===== config.mk =====
export PLATFORM = sky130hd
export DESIGN_NAME = aes_result_streamer
export DESIGN_NICKNAME = d
export VERILOG_FILES = /design/src/rtl/aes_result_streamer.sv
export SDC_FILE = /design/constraint.sdc
export NUM_CORES = 1
export LEC_CHECK = 0
export ABC_AREA = 1
export ABC_CLOCK_PERIOD_IN_PS = 4000
export BUFFER_PORTS_ARGS = -buffer_cell sky130_fd_sc_hd__buf_2
export CORE_UTILIZATION = 35
export DETAILED_ROUTE_END_ITERATION = 6
export SLEW_MARGIN = 10
export SYNTH_ARGS = -nofsm -noshare
export SYNTH_HDL_FRONTEND = slang
export SYNTH_SLANG_ARGS = --single-unit

===== constraint.sdc =====
create_clock -name clk -period 4 [get_ports clk]
set_input_delay 0.2 -clock clk [delete_from_list [all_inputs] [get_ports clk]]
set_output_delay 0.2 -clock clk [all_outputs]
set_load 0.05 [all_outputs]

===== src/rtl/aes_result_streamer.sv =====
// Captures a 128-bit cipher result on the rising edge of done and streams it MSB byte first
// over a valid/ready byte port. Define AES_STREAM_CSUM_EN to append an XOR checksum byte.
module aes_result_streamer (
    input  logic         clk,
    input  logic         rst,
    input  logic         done,
    input  logic [127:0] text_in,
    input  logic         clr_ovr,
    input  logic         out_ready,
    output logic [7:0]   out_data,
    output logic         out_valid,
    output logic         out_last,
    output logic         busy,
    output logic         overrun
);
    // state    | meaning
    // S_IDLE   | no block held, waiting for a done rise
    // S_STREAM | presenting shreg[127:120], advancing on each accepted byte
    localparam logic [0:0] S_IDLE   = 1'b0;
    localparam logic [0:0] S_STREAM = 1'b1;

`ifdef AES_STREAM_CSUM_EN
    localparam logic [4:0] LAST_IDX = 5'd16;
    logic [7:0] csum;
`else
    localparam logic [4:0] LAST_IDX = 5'd15;
`endif

    logic [0:0]   state;
    logic         done_q;
    logic [4:0]   cnt;
    logic [127:0] shreg;
    logic         ovr_q;
    logic         rise;
    logic         streaming;
    logic         xfer;
    logic         last_xfer;
    logic         load;
    logic         ovr_evt;

    assign rise      = done & ~done_q;
    assign streaming = (state == S_STREAM);
    assign xfer      = streaming & out_ready;
    assign last_xfer = xfer & (cnt == LAST_IDX);
    // A rise coinciding with the final transfer chains straight into the next block.
    assign load      = rise & (~streaming | last_xfer);
    assign ovr_evt   = rise & streaming & ~last_xfer;

    always_ff @(posedge clk or posedge rst) begin
        if (rst) begin
            state  <= S_IDLE;
            done_q <= 1'b0;
            cnt    <= 5'd0;
            shreg  <= 128'd0;
            ovr_q  <= 1'b0;
`ifdef AES_STREAM_CSUM_EN
            csum   <= 8'd0;
`endif
        end else begin
            done_q <= done;
            if (ovr_evt)
                ovr_q <= 1'b1;
            else if (clr_ovr)
                ovr_q <= 1'b0;

            if (load) begin
                shreg <= text_in;
                cnt   <= 5'd0;
                state <= S_STREAM;
`ifdef AES_STREAM_CSUM_EN
                csum  <= 8'd0;
`endif
            end else if (last_xfer) begin
                shreg <= 128'd0;
                cnt   <= 5'd0;
                state <= S_IDLE;
            end else if (xfer) begin
                cnt <= cnt + 5'd1;
`ifdef AES_STREAM_CSUM_EN
                csum <= csum ^ shreg[127:120];
                // After the 16th data byte the checksum takes the head of the register.
                if (cnt == 5'd15)
                    shreg <= {csum ^ shreg[127:120], 120'd0};
                else
                    shreg <= {shreg[119:0], 8'h00};
`else
                shreg <= {shreg[119:0], 8'h00};
`endif
            end
        end
    end

    assign out_data  = shreg[127:120];
    assign out_valid = streaming;
    assign out_last  = streaming & (cnt == LAST_IDX);
    assign busy      = streaming;
    assign overrun   = ovr_q;

endmodule


==> results of run 1 <==
area by class of cell:
| cell class | count | area (sq um) | area share, % |
|---|---|---|---|
| sequential | 136 | 3403 | 39.96 |
| multi-input combinational | 775 | 3288 | 38.61 |
| timing repair buffer | 159 | 868.3 | 10.20 |
| clock buffer | 23 | 488.0 | 5.730 |
| tap | 265 | 331.6 | 3.894 |
| clock inverter | 8 | 95.09 | 1.117 |
| inverter | 9 | 41.29 | 0.4849 |
metal layers:
metal  vias up  part of all wire [%]  track usage (%)
met2       167                    48            30.26
met4         0                  0.74            4.875
li1       3398                     -                -
met1      3177                    47            26.77
met3        11                   4.5            3.874
met5         -                     0                0
Yosys cell counts:
master,instances,share of area [%]
buf_1,7,0.37
inv_1,7,0.37
buf_4,10,1.1
inv_2,2,0.11
nor2_1,4,0.21
nand2_1,509,27
nand3_2,1,0.14
o21ai_0,3,0.21
nor3_1,1,0.070
nand3_1,250,18
clkbuf_1,37,2.0
a21oi_1,5,0.35
dfrtp_1,136,48
buf_6,1,0.16
nor4_1,1,0.088
buf_2,35,2.5
ha_1,1,0.18
critical path, stage by stage:
cell and delay [ns]:
dlygate4sd3_1 0.54, buf_2 0.12, inv_1 0.06, nor2_4 0.11, nand2_4 0.31, nand2_4 0.42
buf_4 0.82, nand2_1 0.10, nor2_1 0.12, nor3_1 0.06
placed cells by master, fill, tap and decap left out:
| cell | synthesis | routed |
|---|---|---|
| dlygate4sd3_1 | 0 | 4 |
| nor2_4 | 0 | 1 |
| nor2_1 | 4 | 3 |
| dfrtp_1 | 136 | 136 |
| buf_2 | 35 | 144 |
| nand3_1 | 250 | 250 |
| clkinvlp_4 | 0 | 2 |
| nor4_1 | 1 | 1 |
| clkbuf_16 | 0 | 17 |
| a21oi_1 | 5 | 5 |
| inv_4 | 0 | 1 |
| buf_4 | 10 | 9 |
| o21ai_0 | 3 | 3 |
| clkinv_2 | 0 | 4 |
| inv_6 | 0 | 1 |
| bufinv_16 | 0 | 2 |
| nor3_1 | 1 | 1 |
| inv_1 | 7 | 6 |
| buf_12 | 0 | 2 |
| clkbuf_1 | 37 | 2 |
| inv_2 | 2 | 1 |
| clkbuf_8 | 0 | 4 |
| nand2_1 | 509 | 506 |
| nand3_4 | 0 | 1 |
| ha_1 | 1 | 1 |
| nand2_4 | 0 | 3 |
cell families after synthesis:
kind of cell	count (synthesis)	synth area share, %
compound gates	8	0.5627
fa+ha+maj	1	0.1758
buf+inv	99	6.472
flops	136	47.84
simple gates	766	44.95
report_power, final:
part | switching (mW) | internal (mW)
clock | 0.583 | 0.976
combinational | 1.05 | 0.559
sequential | 0.265 | 1.85
path summary, 6_finish.rpt:
check / endpoint / slack (ns) / from
worst max-delay path: cnt[3] / 1.35 / done
worst max register to register: cnt[3] / 1.36 / busy
max in group asynchronous: shreg[102] / 2.64 / rst
min in group asynchronous: shreg[62] / 0.49 / rst
worst min register to register: shreg[121] / 0.47 / shreg[121]
worst min-delay path: shreg[1] / 0.01 / text_in[1]
registers in the layout, summed over array words and instances (netlist names):
name / flops
cnt: 5
done_q: 1
busy: 1
shreg: 128
overrun: 1
per-stage QoR:
step	instances	total power, mW	area (sq um)	utilization [%]	hold slack (ns)
detailed placement	1340	3.759	7893	40.03	0.3315
global route	1375	5.675	8516	43.19	0.01041
global placement	1340	3.734	7893	40.03	0.3307
CTS	1375	5.339	8516	43.19	0.002320
finish	1375	5.290	8516	43.19	0.01243
floorplan	1010	3.400	7114	-	0.2314
==> impl_metrics.csv, run 1 <==
group,metric,value,unit
floorplanning,core,19720,sq um
timing,fin_ws,1.346,ns
floorplanning,fp.dieH,144.6,um
finish,areaGrowthSynthToFinish,19.70,%
worst_hold_path,holdPathStages,3,
worst_setup_path,critPathKind,"input pin to flop",
logic_synthesis,ys_ff_latch,136,
finish,final_layout_size_suffix_gt1_share,17.30,%
route,route.detailed.drc,0,
timing,finalSetupViolations,0,
route,drt-total-wl,19180,um
timing,finalHoldViolations,0,
place,preCtsSetupSlack,1.356,ns
power_and_ir_drop,ir_drop,0.3055,mV
timing,finalClockSkew,0.01039,ns
finish,nFillCells,2084,
clocking,clockRootBuffer,"clkbuf_16",
clocking,clkLatencyLatePin,0.42,ns
floorplanning,die_w,144.6,um
logic_synthesis,yosysSeqAreaShare,47.84,%
global_routing,grt_pass1_vias,6340,
timing,rsz0062_at_grt,"no",
timing,min_period,2.654,ns
clocking,cts_max_level,4,
timing,slew_headroom,31.49,%
timing,fmax,376.8,MHz
global_routing,grt.overflow.total,0,
worst_setup_path,ff2ff_path_depth,7,
logic_synthesis,synthCells,1010,
global_routing,grt_antenna_before_repair,0,
clocking,clockBufferDepth,2,
logic_synthesis,ys_warn_count,0,
run_status,outcome,"finished clean",
route,drt_first_pass_iters,5,
timing,tightest_slew,1.028,ns
worst_setup_path,crit_required,4.29,ns
logic_synthesis,synth.distinct_cells,17,
clocking,cts.clk_slew.worst_paths,0.06,ns
clocking,cts_num_sinks,136,
route,ant_nets,0,
timing,setup-tns-final,0,ns
clocking,cts_tree,"yes",
worst_setup_path,arrival,2.95,ns
power_and_ir_drop,p_leak,4.975,nW
worst_setup_path,cp_max_fo,96,
clocking,cts_made_buffers,17,
worst_hold_path,holdCritPathClass,"input pin to flop",
timing,drv_slew,0,
job,cap_violations,0,
route,wl_per_cell,13.95,um
route,first_iter_violations,514,
floorplanning,rows,51,
place,port-buffer-count,144,
floorplanning,initial_core_util,36.08,%
clocking,cts_resized,0,
finish,diodes,0,
logic_synthesis,syn_area,7114,sq um
place,place.detailed.hpwl,11720,um
global_routing,grt_max_degree,97,
logic_synthesis,avgSynthCellArea,7.044,sq um
worst_setup_path,endpoint_kind,"flop",
place,gp_congestion,0.7830,
floorplanning,die_area,20900,sq um
worst_setup_path,worst_setup_path_start_kind,"input pin",
clocking,cts_setup_buffers,0,
power_and_ir_drop,power.density,621.2,nW/um^2
route,viasPerCell,4.911,
finish,fin_nets,1232,
floorplanning,io_pins,145,
logic_synthesis,synth_nets,1144,
clocking,postCtsHoldBufs,4,
timing,min_period_over_period,66.35,%
route,dr_total_vias,6753,
global_routing,grt_pass1_wl,31420,um
global_routing,grt_usage,19.19,%
Power figures use the tool's default switching activity.
==> run 2, diff against run 1 <==
--- a/config.mk
+++ b/config.mk
@@ -6,7 +6,7 @@
 export NUM_CORES = 1
 export LEC_CHECK = 0
 export ABC_AREA = 1
-export ABC_CLOCK_PERIOD_IN_PS = 4000
+export ABC_CLOCK_PERIOD_IN_PS = 2360
 export BUFFER_PORTS_ARGS = -buffer_cell sky130_fd_sc_hd__buf_2
 export CORE_UTILIZATION = 35
 export DETAILED_ROUTE_END_ITERATION = 6
==> constraint.sdc (replaced) <==
create_clock -name clk -period 2.36 [get_ports clk]
set_input_delay 0.118 -clock clk [delete_from_list [all_inputs] [get_ports clk]]
set_output_delay 0.118 -clock clk [all_outputs]
set_load 0.05 [all_outputs]
==> impl_metrics.csv, run 2 (synthesis results as in run 1) <==
group,metric,value,unit
floorplanning,fp.dieH,144.6,um
route,viasPerCell,4.935,
global_routing,grt_usage,19.58,%
route,dr_total_vias,6820,
timing,fmax,505.5,MHz
power_and_ir_drop,swShare,35.93,%
global_routing,grt.overflow.total,0,
route,drt_first_pass_iters,5,
worst_setup_path,arrival,2.32,ns
finish,fin_nets,1243,
clocking,cts_made_buffers,17,
finish,final_layout_size_suffix_gt1_share,16.92,%
floorplanning,die_area,20900,sq um
clocking,cts_tree,"yes",
floorplanning,die_w,144.6,um
timing,setup-tns-final,0,ns
worst_hold_path,holdCritPathClass,"input pin to flop",
finish,final_util,44.02,%
timing,min_period_over_period,83.82,%
timing,fin_hold_ws,0.01557,ns
route,first_iter_violations,472,
global_routing,grt_pass1_vias,6326,
worst_setup_path,worst_setup_path_start_kind,"flop",
power_and_ir_drop,internal_power,5.724,mW
finish,layout_common_cells,"nand2_1, nand3_1, buf_2",
floorplanning,core,19720,sq um
timing,slew_headroom,46.75,%
clocking,clockRootBuffer,"clkbuf_16",
floorplanning,rows,51,
power_and_ir_drop,p_leak,5.031,nW
run_status,outcome,"finished clean",
floorplanning,io_pins,145,
worst_setup_path,endpoint_kind,"flop",
route,ant_nets,0,
timing,tightest_slew,0.7988,ns
clocking,clockBufferDepth,2,
timing,drv_slew,0,
power_and_ir_drop,power_frac_comb,31.7,%
worst_setup_path,critPathKind,"flop to flop",
worst_setup_path,cp_max_fo,35,
power_and_ir_drop,pwr-share-clk,28.1,%
route,route.detailed.drc,0,
timing,rsz0062_at_grt,"no",
finish,nFillCells,2082,
place,port-buffer-count,144,
clocking,cts.clk_slew.worst_paths,0.06,ns
power_and_ir_drop,power.density,1029,nW/um^2
finish,top_register,"shreg",
power_and_ir_drop,seqPwrFrac,40.1,%
finish,largest_reg_flops,128,
clocking,cts_resized,0,
clocking,cts_max_level,4,
route,drt-total-wl,19710,um
power_and_ir_drop,ir_drop,0.4830,mV
timing,finalClockSkew,0.007760,ns
power_and_ir_drop,p_sw,3.210,mW
finish,reg_top3,"shreg: 128 flops, cnt: 5 flops",
finish,diodes,0,
finish,areaGrowthSynthToFinish,22.00,%
worst_setup_path,crit_required,2.70,ns
clocking,clkLatencyLatePin,0.41,ns
place,place.detailed.hpwl,11170,um
finish,layout_commonest_cell,"nand2_1",
route,wl_per_cell,14.26,um
place,gp_congestion,0.7925,
global_routing,grt_pass1_wl,32250,um
clocking,cts_num_sinks,136,
timing,finalHoldViolations,0,
job,cap_violations,0,
timing,min_period,1.978,ns
global_routing,grt_max_degree,137,
global_routing,grt_antenna_before_repair,0,
timing,finalSetupViolations,0,
floorplanning,initial_core_util,36.08,%
-- run 2: critical path: stages, from the launching register on --
cell     delay [ns]
dfrtp_1        0.37
ha_1           0.17
nand2_1        0.10
nor2_1         0.22
nand3_4        0.13
nand2_4        0.33
buf_12         0.24
nand3_1        0.10
nand2_1        0.08
nand2_1        0.07
nand2_1        0.08
-- run 2: timing repair --
item | in CTS | in global routing
endpoints found under the hold margin | 150 | 0
buffers inserted | 0 | 0
hold buffers | 15 | 0
-- run 2: power by group through the flow --
stage / logic (mW) / registers, mW / clock network, mW
6_report: 2.84 / 3.59 / 2.51
3_3_place_gp: 2.83 / 3.59 / 0
2_1_floorplan: 2.24 / 3.53 / 0
3_5_place_dp: 2.86 / 3.61 / 0
5_1_grt: 3.26 / 3.68 / 2.68
4_1_cts: 2.89 / 3.58 / 2.57
-- run 2: per-layer routing --
layer	share of wire, %	up-vias	global-route usage (%)	wire (um)
met2	48	154	30.97	9456
met4	0.84	0	4.875	165
met3	4.2	12	4.040	823
met5	0	-	0	0
met1	47	3240	27.24	9269
li1	-	3414	-	-
-- run 2: area by class of cell --
| class | count | area, sq um | share of cell area [%] |
|---|---|---|---|
| flip-flops and latches | 136 | 3403 | 39.21 |
| multi-input cells | 775 | 3294 | 37.96 |
| repair buffers | 170 | 1066 | 12.28 |
| clock buffers | 24 | 501.7 | 5.781 |
| well taps | 265 | 331.6 | 3.820 |
| clock inverters | 3 | 42.54 | 0.4901 |
| inverters | 9 | 40.04 | 0.4613 |
-- run 2: final timing paths --
check / startpoint / end / slack, ns / cells past startpoint
max in group asynchronous: rst / cnt[1] / 1.27 / 4
min in group asynchronous: rst / shreg[70] / 0.45 / 4
worst max-delay path: cnt[0] / shreg[42] / 0.38 / 10
worst min register to register: shreg[14] / shreg[14] / 0.47 / 2
worst min-delay path: text_in[23] / shreg[23] / 0.02 / 5
worst max register to register: cnt[0] / shreg[42] / 0.38 / 10
-- run 2: per-stage QoR --
stage               cell area (sq um)  worst slack, ns  power (mW)  std cells
floorplan                        7124           0.5023       5.768       1010
detailed placement               7985           0.3751       6.472       1340
finish                           8680           0.3819       8.935       1382
CTS                              8680           0.3578       9.041       1382
global route                     8680           0.2056       9.622       1382
global placement                 7985           0.4307       6.427       1340
==> run 3, diff against run 2 <==
--- a/config.mk
+++ b/config.mk
@@ -6,7 +6,7 @@
 export NUM_CORES = 1
 export LEC_CHECK = 0
 export ABC_AREA = 1
-export ABC_CLOCK_PERIOD_IN_PS = 2360
+export ABC_CLOCK_PERIOD_IN_PS = 1700
 export BUFFER_PORTS_ARGS = -buffer_cell sky130_fd_sc_hd__buf_2
 export CORE_UTILIZATION = 35
 export DETAILED_ROUTE_END_ITERATION = 6
==> constraint.sdc (replaced) <==
create_clock -name clk -period 1.7 [get_ports clk]
set_input_delay 0.085 -clock clk [delete_from_list [all_inputs] [get_ports clk]]
set_output_delay 0.085 -clock clk [all_outputs]
set_load 0.05 [all_outputs]
==> impl_metrics.csv, run 3 (synthesis results as in run 1) <==
group,metric,value,unit
floorplanning,fp.dieH,144.6,um
timing,fin_ws,0.005457,ns
finish,fin_cells,1498,
global_routing,grt_usage,20.20,%
clocking,clockRootBuffer,"clkbuf_16",
timing,finalHoldViolations,1,
worst_hold_path,min_from,"text_in[13]",
finish,final_util,53.48,%
floorplanning,core,19720,sq um
global_routing,grt_max_degree,74,
worst_hold_path,holdCritPathClass,"input pin to flop",
clocking,cts_num_sinks,136,
finish,fin_nets,1354,
finish,layout_commonest_cell,"nand2_1",
power_and_ir_drop,p_leak,5.752,nW
finish,multiInputGateArea,3652,sq um
route,wl_per_cell,15.85,um
global_routing,grt_antenna_before_repair,0,
timing,slew_headroom,71.42,%
clocking,clkLatencyLatePin,0.42,ns
finish,nFillCells,1878,
run_status,violations,"negative hold slack",
floorplanning,die_w,144.6,um
power_and_ir_drop,power.density,1366,nW/um^2
clocking,clockBufferDepth,2,
worst_setup_path,rrSetupSlack,0.02,ns
clocking,cts.clk_slew.worst_paths,0.06,ns
route,route.detailed.drc,0,
route,drt_first_pass_iters,5,
place,port-buffer-count,144,
worst_hold_path,holdPathStages,5,
run_status,outcome,"finished, violations left",
route,first_iter_violations,504,
floorplanning,die_area,20900,sq um
finish,largest_reg_flops,128,
finish,areaGrowthSynthToFinish,48.22,%
route,drt-total-wl,23740,um
global_routing,grt_pass1_vias,6738,
route,ant_nets,0,
finish,reg_top3,"shreg: 128 flops, cnt: 5 flops",
global_routing,grt_pass1_wl,33240,um
timing,fin_hold_ws,-0.003520,ns
worst_setup_path,endpoint_kind,"output pin",
power_and_ir_drop,p_total,14.40,mW
worst_setup_path,ff2ff_path_depth,11,
finish,top_register,"shreg",
floorplanning,rows,51,
timing,min_period,1.695,ns
place,place.detailed.hpwl,11800,um
power_and_ir_drop,ir_drop,0.7276,mV
finish,final_area,10550,sq um
place,place_inst,1354,
worst_setup_path,arrival,1.61,ns
job,cap_violations,0,
floorplanning,io_pins,145,
place,gp_congestion,0.7542,
worst_hold_path,worst_hold_path.endpoint,"shreg[13]",
worst_setup_path,critPathKind,"flop to output pin",
timing,finalSetupViolations,0,
worst_setup_path,r2r_start,"cnt[1]",
timing,rsz0062_at_grt,"yes",
floorplanning,initial_core_util,36.08,%
timing,fmax,590.1,MHz
timing,tightest_slew,0.4286,ns
finish,final_layout_size_suffix_gt1_share,24.25,%
finish,layout_common_cells,"nand2_1, nand3_1, buf_2",
timing,drv_slew,0,
worst_setup_path,crit_required,1.62,ns
timing,min_period_over_period,99.68,%
timing,finalClockSkew,0.01839,ns
finish,diodes,0,
route,dr_total_vias,7410,
worst_setup_path,cp_max_fo,2,
place,preCtsSetupSlack,-0.2462,ns
route,viasPerCell,4.947,
place,place_area,8162,sq um
finish,area.sequential,3403,sq um
worst_setup_path,worst_setup_path_start_kind,"flop",
worst_setup_path,r2r-end,"shreg[102]",
global_routing,grt.overflow.total,0,
clocking,cts_tree,"yes",
clocking,cts_made_buffers,17,
clocking,cts_max_level,4,
run 3: timing repair:
action                                  4_1_cts  5_1_grt
endpoints found under the setup margin      125      122
gates cloned                                  0       25
pin swaps                                     0       47
hold buffers                                 79        0
hold endpoints to repair                    214        0
resized for setup                             8       77
buffers inserted                              0        8
run 3: power by group:
part / leakage (nW) / internal (mW) / switching, mW
logic: 3.58 / 2.32 / 3.05
clock network: 0.312 / 2.57 / 1.45
registers: 1.86 / 4.36 / 0.655
run 3: area by class of cell:
type                       count  share of cell area (%)
multi-input combinational    778                   34.63
sequential                   136                   32.27
timing repair buffer         278                   23.48
clock buffer                  20                   4.426
tap                          265                   3.144
clock inverter                12                   1.637
inverter                       9                  0.4034
run 3: critical path, stage by stage, from the launching register on:
cell,delay (ns)
dfrtp_1,0.36
ha_2,0.19
nand2_2,0.08
buf_4,0.15
nor4_4,0.21
buf_6,0.21
run 3: through the flow:
step / TNS [ns] / hold WS [ns]
4_1_cts: -0.004188 / 0.0002958
6_report: 0 / -0.003520
2_1_floorplan: -21.42 / 0.1164
5_1_grt: -2.791 / 0.01096
3_5_place_dp: -15.85 / 0.2362
3_3_place_gp: -9.313 / 0.2310
run 3: how the worst max path moves through the flow:
stage / from / endpoint / slack, ns
2_1_floorplan: busy / shreg[100] / -0.12
3_3_place_gp: cnt[0] / shreg[107] / -0.20
3_5_place_dp: cnt[0] / shreg[124] / -0.25
4_1_cts: cnt[0] / shreg[109] / -0.004
5_1_grt: cnt[1] / shreg[29] / -0.07
6_report: cnt[1] / out_last / 0.005
run 3: layer usage:
| layer | vias up | track usage (%) | share of wire [%] |
|---|---|---|---|
| met5 | - | 0 | 0 |
| met4 | 0 | 6.150 | 1.3 |
| met3 | 21 | 3.079 | 3.3 |
| met2 | 204 | 32.72 | 50 |
| met1 | 3531 | 27.72 | 46 |
| li1 | 3654 | - | - |
